`src/rtl/inst_queue_ctrl.sv`:
```
// -----------------------------------------------------------------------------
// inst_queue_ctrl
//
// Dual-port instruction queue between fetch and the dual-issue stage.
// Fetch pushes up to two packets per cycle; issue sees the two oldest entries
// as slot 1 / slot 2 and pops 0, 1 or 2 of them per cycle. A flush from mem
// (refetch/redirect) empties the queue in a single cycle.
//
// Entry layout (WIDTH = 99):
//   {pred_taken[98], pred_target[97:66], i_refill_tlbl[65],
//    i_invalid_tlbl[64], pc[63:32], inst[31:0]}
//
// Ports:
//   clk               clock
//   rst               synchronous active-high reset
//   flush             discard all entries (below rst in priority)
//   w_ena_1/w_data_1  push request / data, older packet
//   w_ena_2/w_data_2  push request / data, younger packet (needs w_ena_1)
//   w_ready           queue can accept two pushes this cycle
//   push_drop         combinational pulse: w_ena_1 while w_ready=0
//   fifo_r_data_1/_ok oldest entry and its valid
//   fifo_r_data_2/_ok second-oldest entry and its valid
//   p_data_1          pop oldest entry
//   p_data_2          pop second entry (needs p_data_1)
//   count             current occupancy
//
// Handshake: a push is accepted on a rising edge when w_ena_1=1 and w_ready=1
// (w_ready depends only on the registered count, never on the same-cycle pop);
// a pop is accepted when p_data_1=1 and fifo_r_data_1_ok=1, and the second pop
// additionally needs p_data_2=1 and fifo_r_data_2_ok=1. Pushes presented while
// w_ready=0 are lost and flagged on push_drop; the producer must replay them.
// -----------------------------------------------------------------------------
module inst_queue_ctrl #(
    parameter int DEPTH = 16,
    parameter int WIDTH = 99
) (
    input  logic                       clk,
    input  logic                       rst,
    input  logic                       flush,
    input  logic                       w_ena_1,
    input  logic [WIDTH-1:0]           w_data_1,
    input  logic                       w_ena_2,
    input  logic [WIDTH-1:0]           w_data_2,
    output logic                       w_ready,
    output logic                       push_drop,
    output logic [WIDTH-1:0]           fifo_r_data_1,
    output logic                       fifo_r_data_1_ok,
    output logic [WIDTH-1:0]           fifo_r_data_2,
    output logic                       fifo_r_data_2_ok,
    input  logic                       p_data_1,
    input  logic                       p_data_2,
    output logic [$clog2(DEPTH):0]     count
);

    localparam int AW = $clog2(DEPTH);
    localparam int CW = AW + 1;

    // Storage is deliberately not reset; the ok flags mask stale contents.
    logic [WIDTH-1:0] mem_q [DEPTH];

    logic [AW-1:0] head_q, head_d;
    logic [AW-1:0] tail_q, tail_d;
    logic [CW-1:0] count_q, count_d;

    logic [AW-1:0] head_p1;
    logic [AW-1:0] tail_p1;
    logic          ok1, ok2;
    logic          pop1, pop2;
    logic          push1, push2;
    logic [CW-1:0] npop, npush;

    // Pointers are exactly AW bits wide, so +1 wraps modulo DEPTH for free.
    assign head_p1 = head_q + AW'(1);
    assign tail_p1 = tail_q + AW'(1);

    assign ok1 = (count_q != '0);
    assign ok2 = (count_q >= CW'(2));

    // Room for two is required even for a single push, keeping fetch simple.
    assign w_ready   = (count_q <= CW'(DEPTH - 2));
    assign push_drop = w_ena_1 & ~w_ready;

    assign pop1  = p_data_1 & ok1;
    assign pop2  = p_data_1 & p_data_2 & ok2;
    assign push1 = w_ena_1 & w_ready;
    assign push2 = w_ena_1 & w_ena_2 & w_ready;

    assign npop  = CW'(pop1) + CW'(pop2);
    assign npush = CW'(push1) + CW'(push2);

    assign fifo_r_data_1    = ok1 ? mem_q[head_q]  : '0;
    assign fifo_r_data_2    = ok2 ? mem_q[head_p1] : '0;
    assign fifo_r_data_1_ok = ok1;
    assign fifo_r_data_2_ok = ok2;
    assign count            = count_q;

    always_comb begin
        head_d  = head_q;
        tail_d  = tail_q;
        count_d = count_q;
        if (flush) begin
            head_d  = '0;
            tail_d  = '0;
            count_d = '0;
        end else begin
            head_d  = head_q + AW'(npop);
            tail_d  = tail_q + AW'(npush);
            count_d = count_q + npush - npop;
        end
    end

    always_ff @(posedge clk) begin
        if (rst) begin
            head_q  <= '0;
            tail_q  <= '0;
            count_q <= '0;
        end else begin
            head_q  <= head_d;
            tail_q  <= tail_d;
            count_q <= count_d;
        end
    end

    // A flushed or reset cycle must not leave writes behind in storage.
    always_ff @(posedge clk) begin
        if (!rst && !flush) begin
            if (push1) mem_q[tail_q]  <= w_data_1;
            if (push2) mem_q[tail_p1] <= w_data_2;
        end
    end

    // Occupancy must stay within [0, DEPTH]; an unsigned wrap below zero
    // would also show up as a value above DEPTH.
    a_count_max : assert property (@(posedge clk) disable iff (rst)
        count_q <= CW'(DEPTH));
    a_no_underflow : assert property (@(posedge clk) disable iff (rst)
        npop <= count_q);

endmodule

```
`config.mk`:
```
export PLATFORM = sky130hd
export DESIGN_NAME = inst_queue_ctrl
export DESIGN_NICKNAME = d
export VERILOG_FILES = /design/src/rtl/inst_queue_ctrl.sv
export SDC_FILE = /design/constraint.sdc
export NUM_CORES = 2
export LEC_CHECK = 0
export BUFFER_PORTS_ARGS = -buffer_cell sky130_fd_sc_hd__buf_2
export CAP_MARGIN = 10
export CORE_UTILIZATION = 50
export DETAILED_ROUTE_END_ITERATION = 8
export PLACE_DENSITY = 0.71
export SLEW_MARGIN = 25
export SYNTH_ARGS = -nofsm -noshare
export SYNTH_HDL_FRONTEND = slang
export SYNTH_SLANG_ARGS = --single-unit
```
`constraint.sdc`:
```
create_clock -name clk -period 15.5 [get_ports clk]
set_input_delay 3.1 -clock clk [delete_from_list [all_inputs] [get_ports clk]]
set_output_delay 3.1 -clock clk [all_outputs]
set_load 0.02 [all_outputs]
```
# [After elaboration in Yosys (flattened, before gate mapping)]
# Memory sizes are Yosys's and may differ from the RTL's. A register that Yosys moved wholly into a read port is not among the register bits.
# Index checks and enable logic that the tools add are counted.
[word_totals] ff_bits=13 ram_bits=1584 output_inout_bits=207 elab_cells=36 n_memories=1
[mem_list] name="mem_q" words=16 word_bits=99 read_ports=2 rd_clocked_by_memory_dff=1 write_ports=2 line="59" text="logic [WIDTH-1:0] mem_q [DEPTH];"
[op_classes] addsub=8 n_lt_le_gt_ge=2 n_mux=9 bitwise_logic=8 n_reduce_logical=5
[ops] operator="2-to-1 mux 99 bit" count=2
[ops] operator="adder 4 x 1 -> 4 bit (second input constant)" count=2
[ops] operator="adder 4 x 2 -> 4 bit" count=2
[ops] operator="bitwise AND 1 bit" count=7
[ops] operator="2-to-1 mux 1 bit" count=6
[ops] operator="adder 5 x 2 -> 5 bit" count=1
[ops] operator="greater-or-equal comparator 5 x 2 -> 1 bit (second input constant)" count=1
[ops] operator="<= comparator 5 x 4 -> 1 bit (second input constant)" count=1
[ops] operator="nonzero test 5 bit" count=1
[ops] operator="subtractor 5 x 2 -> 5 bit" count=1
[ops] operator="adder 1 x 1 -> 2 bit" count=2
[ops] operator="2-to-1 mux 4 bit" count=1
[ops] operator="zero test 1 bit" count=2
[ops] operator="OR reduction 2 bit" count=1
[ops] operator="logical AND 1 bit" count=1
[ops] operator="inverter 1 bit" count=1

# [Depth between registers and ports, before layout]
[depth] ltp_word=5 mapped_depth=16 ltp_nobuf=16

# [Worst setup path before layout]
# OpenSTA, ideal clock, no wires.
[synth_timing] path_kind="input-to-reg" from="input port flush" to="memory mem_q[0][0] (enable)" setup_time_ps=694 arrival_ps=11209 required_time_ps=14806 slack_ps=3597 path_stages=5 cell_sequence="or2_0 buf_2 a2111oi_4 nand2_1 o21ai_0"
[synth_lines] element="start, declared" line="39" text="input logic flush,"
[synth_lines] element="end, declared" line="59"

# [Final worst setup path]
[layout_timing] from="register head_q[0]" to="output port fifo_r_data_2[9]"
[layout_via] elab_chain_cells=3
[layout_rtl] element="start, declared" line="61" text="logic [AW-1:0] head_q, head_d;"
[layout_rtl] element="start signal, assigned" line="114" text="head_q <= '0;"
[layout_rtl] element="start signal, assigned" line="118" text="head_q <= head_d;"
[layout_rtl] element="adder 4 x 1 -> 4 bit" line="73" text="assign head_p1 = head_q + AW'(1);"
[layout_rtl] element="memory (16 x 99 bit)"
[layout_rtl] element="2-to-1 mux 99 bit" line="92" text="assign fifo_r_data_2 = ok2 ? mem_q[head_p1] : '0;"
[layout_rtl] element="end, declared" line="48" text="output logic [WIDTH-1:0] fifo_r_data_2,"
# Every way passes these cells.

==> flow_summary.json <==
{
  "cts_tree": "done",
  "stdcell_count": 8061,
  "ant_nets": 0,
  "die_y_um": 431.6,
  "clk_pin_slew_ns": 0.06,
  "post-route-util_pct": 55.73,
  "synth.most_common_cell": "edfxtp_1",
  "clock_skew_ns": 0.03115,
  "root_buffer": "clkbuf_16",
  "yosysWarnings": 0,
  "syn_area_um2": 92280,
  "grt_pass1_wl_um": 409300,
  "hold_buffers": 0,
  "top_layer_used": "met5",
  "cts_max_path_buffers": 3,
  "wl_per_cell_um": 35.60,
  "grt_overflow": 0,
  "firstDrtPassIters": 5,
  "synthArstFlopShare_pct": 0,
  "core.rowCount": 157,
  "cts_resized": 0,
  "worst-setup-path-type": "register to output port",
  "critPathLaunchType": "register",
  "wl_um": 286900,
  "drtIter0Drc": 5995,
  "gp_congestion": 0.8059,
  "ys_seq_area_share_pct": 51.83,
  "ios": 412,
  "p_leak_nw": 31.87,
  "fmax_mhz": 97.32,
  "comb_power_share_pct": 33.1,
  "h-tree-depth": 4,
  "peakVddDrop_v": 0.0002494,
  "fill_cells": 14150,
  "core-area_um2": 183300,
  "p_int_mw": 8.994,
  "slew-limit-headroom_pct": 10.26,
  "vias_per_cell": 6.882,
  "met1Wirelength_um": 107500,
  "clock_sinks": 1597,
  "synth-edff-count": 1584,
  "synth.top_cell.area_share_pct": 51.55,
  "dp.final_hpwl_um": 155400,
  "drc_errors": 0,
  "p_per_area_nw_per_um2": 132.8,
  "min_period_over_period_pct": 66.29,
  "switching_share_pct": 33.70,
  "synth-seq-cells": 1597,
  "areaGrowthSynthToFinish_pct": 10.69,
  "num_vias": 55480,
  "drv_slew": 0,
  "die_x_um": 431.6,
  "drive_gt1_share_pct": 57.03,
  "post-route-min-period_ns": 10.28,
  "post-place-cells": 7696,
  "synth_common_cells": "edfxtp_1 (1584), mux2_2 (1564), mux4_2 (792)",
  "synth_top_area_cell": "edfxtp_1",
  "cp_data_arrival_time_ns": 7.18,
  "grt_pass1_vias": 57090,
  "status": "finished clean",
  "grtUsageTotal_pct": 30.57,
  "fin_hold_ws_ns": 0.6343,
  "tns_ns": 0,
  "synth_ff_type": "edfxtp_1",
  "setup_violations": 0,
  "seqPwrFrac_pct": 35.8,
  "yosysUniqueCellTypes": 40,
  "synth_area_leaders": "edfxtp_1 (52%), mux4_2 (19%), mux2_2 (19%)",
  "cp_max_fo": 68,
  "p_clk_share_pct": 31.1,
  "rsz0062_at_grt": "no",
  "max_cap_violations": 0,
  "die_area_um2": 186300,
  "synthesis.nets": 5568,
  "wl_met2_um": 142900,
  "antenna_found_initial": 65,
  "hp-class": "register to register",
  "hold_viol_final": 0,
  "nNetsFinal": 5642,
  "cts_buffers": 179,
  "grt_start_max_net_pins": 153,
  "worstSkewPairLatency_ns": 0.83,
  "placed_area_um2": 96220,
  "syn_area_per_cell_um2": 17.27,
  "tightest_slew_ns": 1.346,
  "finalInstanceArea_um2": 102100,
  "worstPathRequired_ns": 12.40,
  "start_util_pct": 50.35,
  "cts_setup_buffers": 0,
  "met3RoutedLength_um": 22200,
  "crit_path_end_kind": "output port",
  "synthesis.instances": 5343,
  "switchingPower_mw": 4.572,
  "portBuffers": 411
}
-- state kept, by name (all words and copies together) (netlist names) --
signal and cells:
tail_q 4, count 5, mem_q 1584, head_q 4
-- layer usage --
layer,GRT usage (%),up-vias
li1,-,22400
met1,38.97,29620
met2,50.92,2802
met3,4.960,628
met4,14.96,22
met5,0,-
-- critical path, stage by stage (launching register included) --
cell,delay [ns]
dfxtp_4,0.83
buf_4,0.77
buf_4,0.91
buf_4,0.90
buf_4,0.88
buf_6,0.64
mux4_2,0.60
mux2i_1,0.17
o22ai_1,0.15
buf_2,0.25
-- final timing paths --
path / startpoint / to / slack [ns] / cells past startpoint
min reg2reg: head_q[3]$_SDFF_PP0_ / head_q[3]$_SDFF_PP0_ / 0.63 / 2
min: head_q[3]$_SDFF_PP0_ / head_q[3]$_SDFF_PP0_ / 0.63 / 2
max: head_q[0]$_SDFF_PP0_ / fifo_r_data_2[9] / 5.22 / 9
max reg2reg: count[4]$_SDFF_PP0_ / mem_q[14][47]$_DFFE_PP_ / 10.40 / 8
-- logic make-up after synthesis --
kind of cell | count (synthesis) | synth area share [%]
multiplexers | 2772 | 42.95
adder cells (fa/ha/maj) | 20 | 0.3037
buffers and inverters | 655 | 2.876
flip-flops | 1597 | 51.83
XOR/XNOR | 7 | 0.06644
AND/OR/NAND/NOR | 66 | 0.4325
AO/OA/AOI/OAI | 226 | 1.539
-- through the flow --
step | worst slack [ns] | power (mW)
2_1_floorplan | 3.597 | 7.885
3_3_place_gp | 5.864 | 9.371
3_5_place_dp | 5.754 | 9.418
4_1_cts | 4.818 | 13.62
5_1_grt | 4.715 | 13.95
6_report | 5.225 | 13.57
-- cell usage in the layout, fill, tap and decap left out, types with 12 or more instances in the layout --
cell / n
buf_2: 411
buf_4: 98
bufinv_16: 17
clkbuf_1: 39
clkbuf_16: 183
clkinv_1: 41
clkinv_2: 24
diode_2: 40
edfxtp_1: 1584
ha_1: 15
inv_1: 15
mux2_1: 20
mux2_2: 1564
mux2i_1: 396
mux4_2: 792
nor2_1: 12
o21ai_4: 14
o22ai_1: 198
-- cell type report --
| cell class | instances | area, µm² | share of cell area, % |
|---|---|---|---|
| Tap cell | 2464 | 3083 | 3.018 |
| Clock buffer | 222 | 4726 | 4.626 |
| Sequential cell | 1597 | 47840 | 46.83 |
| Antenna cell | 40 | 100.1 | 0.09799 |
| Clock inverter | 99 | 969.7 | 0.9493 |
| Multi-Input combinational cell | 3091 | 42140 | 41.26 |
| Timing Repair Buffer | 533 | 3232 | 3.164 |
| Inverter | 15 | 56.30 | 0.05512 |
-- power by group through the flow --
| stage | combinational (mW) | sequential (mW) | clock [mW] |
|---|---|---|---|
| after CTS | 4.49 | 4.86 | 4.27 |
| after global placement | 4.43 | 4.94 | 0 |
| after detailed placement | 4.47 | 4.95 | 0 |
| after floorplan | 2.95 | 4.93 | 0 |
| final | 4.49 | 4.85 | 4.22 |
| after global routing | 4.67 | 4.86 | 4.42 |
Power figures use the tool's default switching activity.
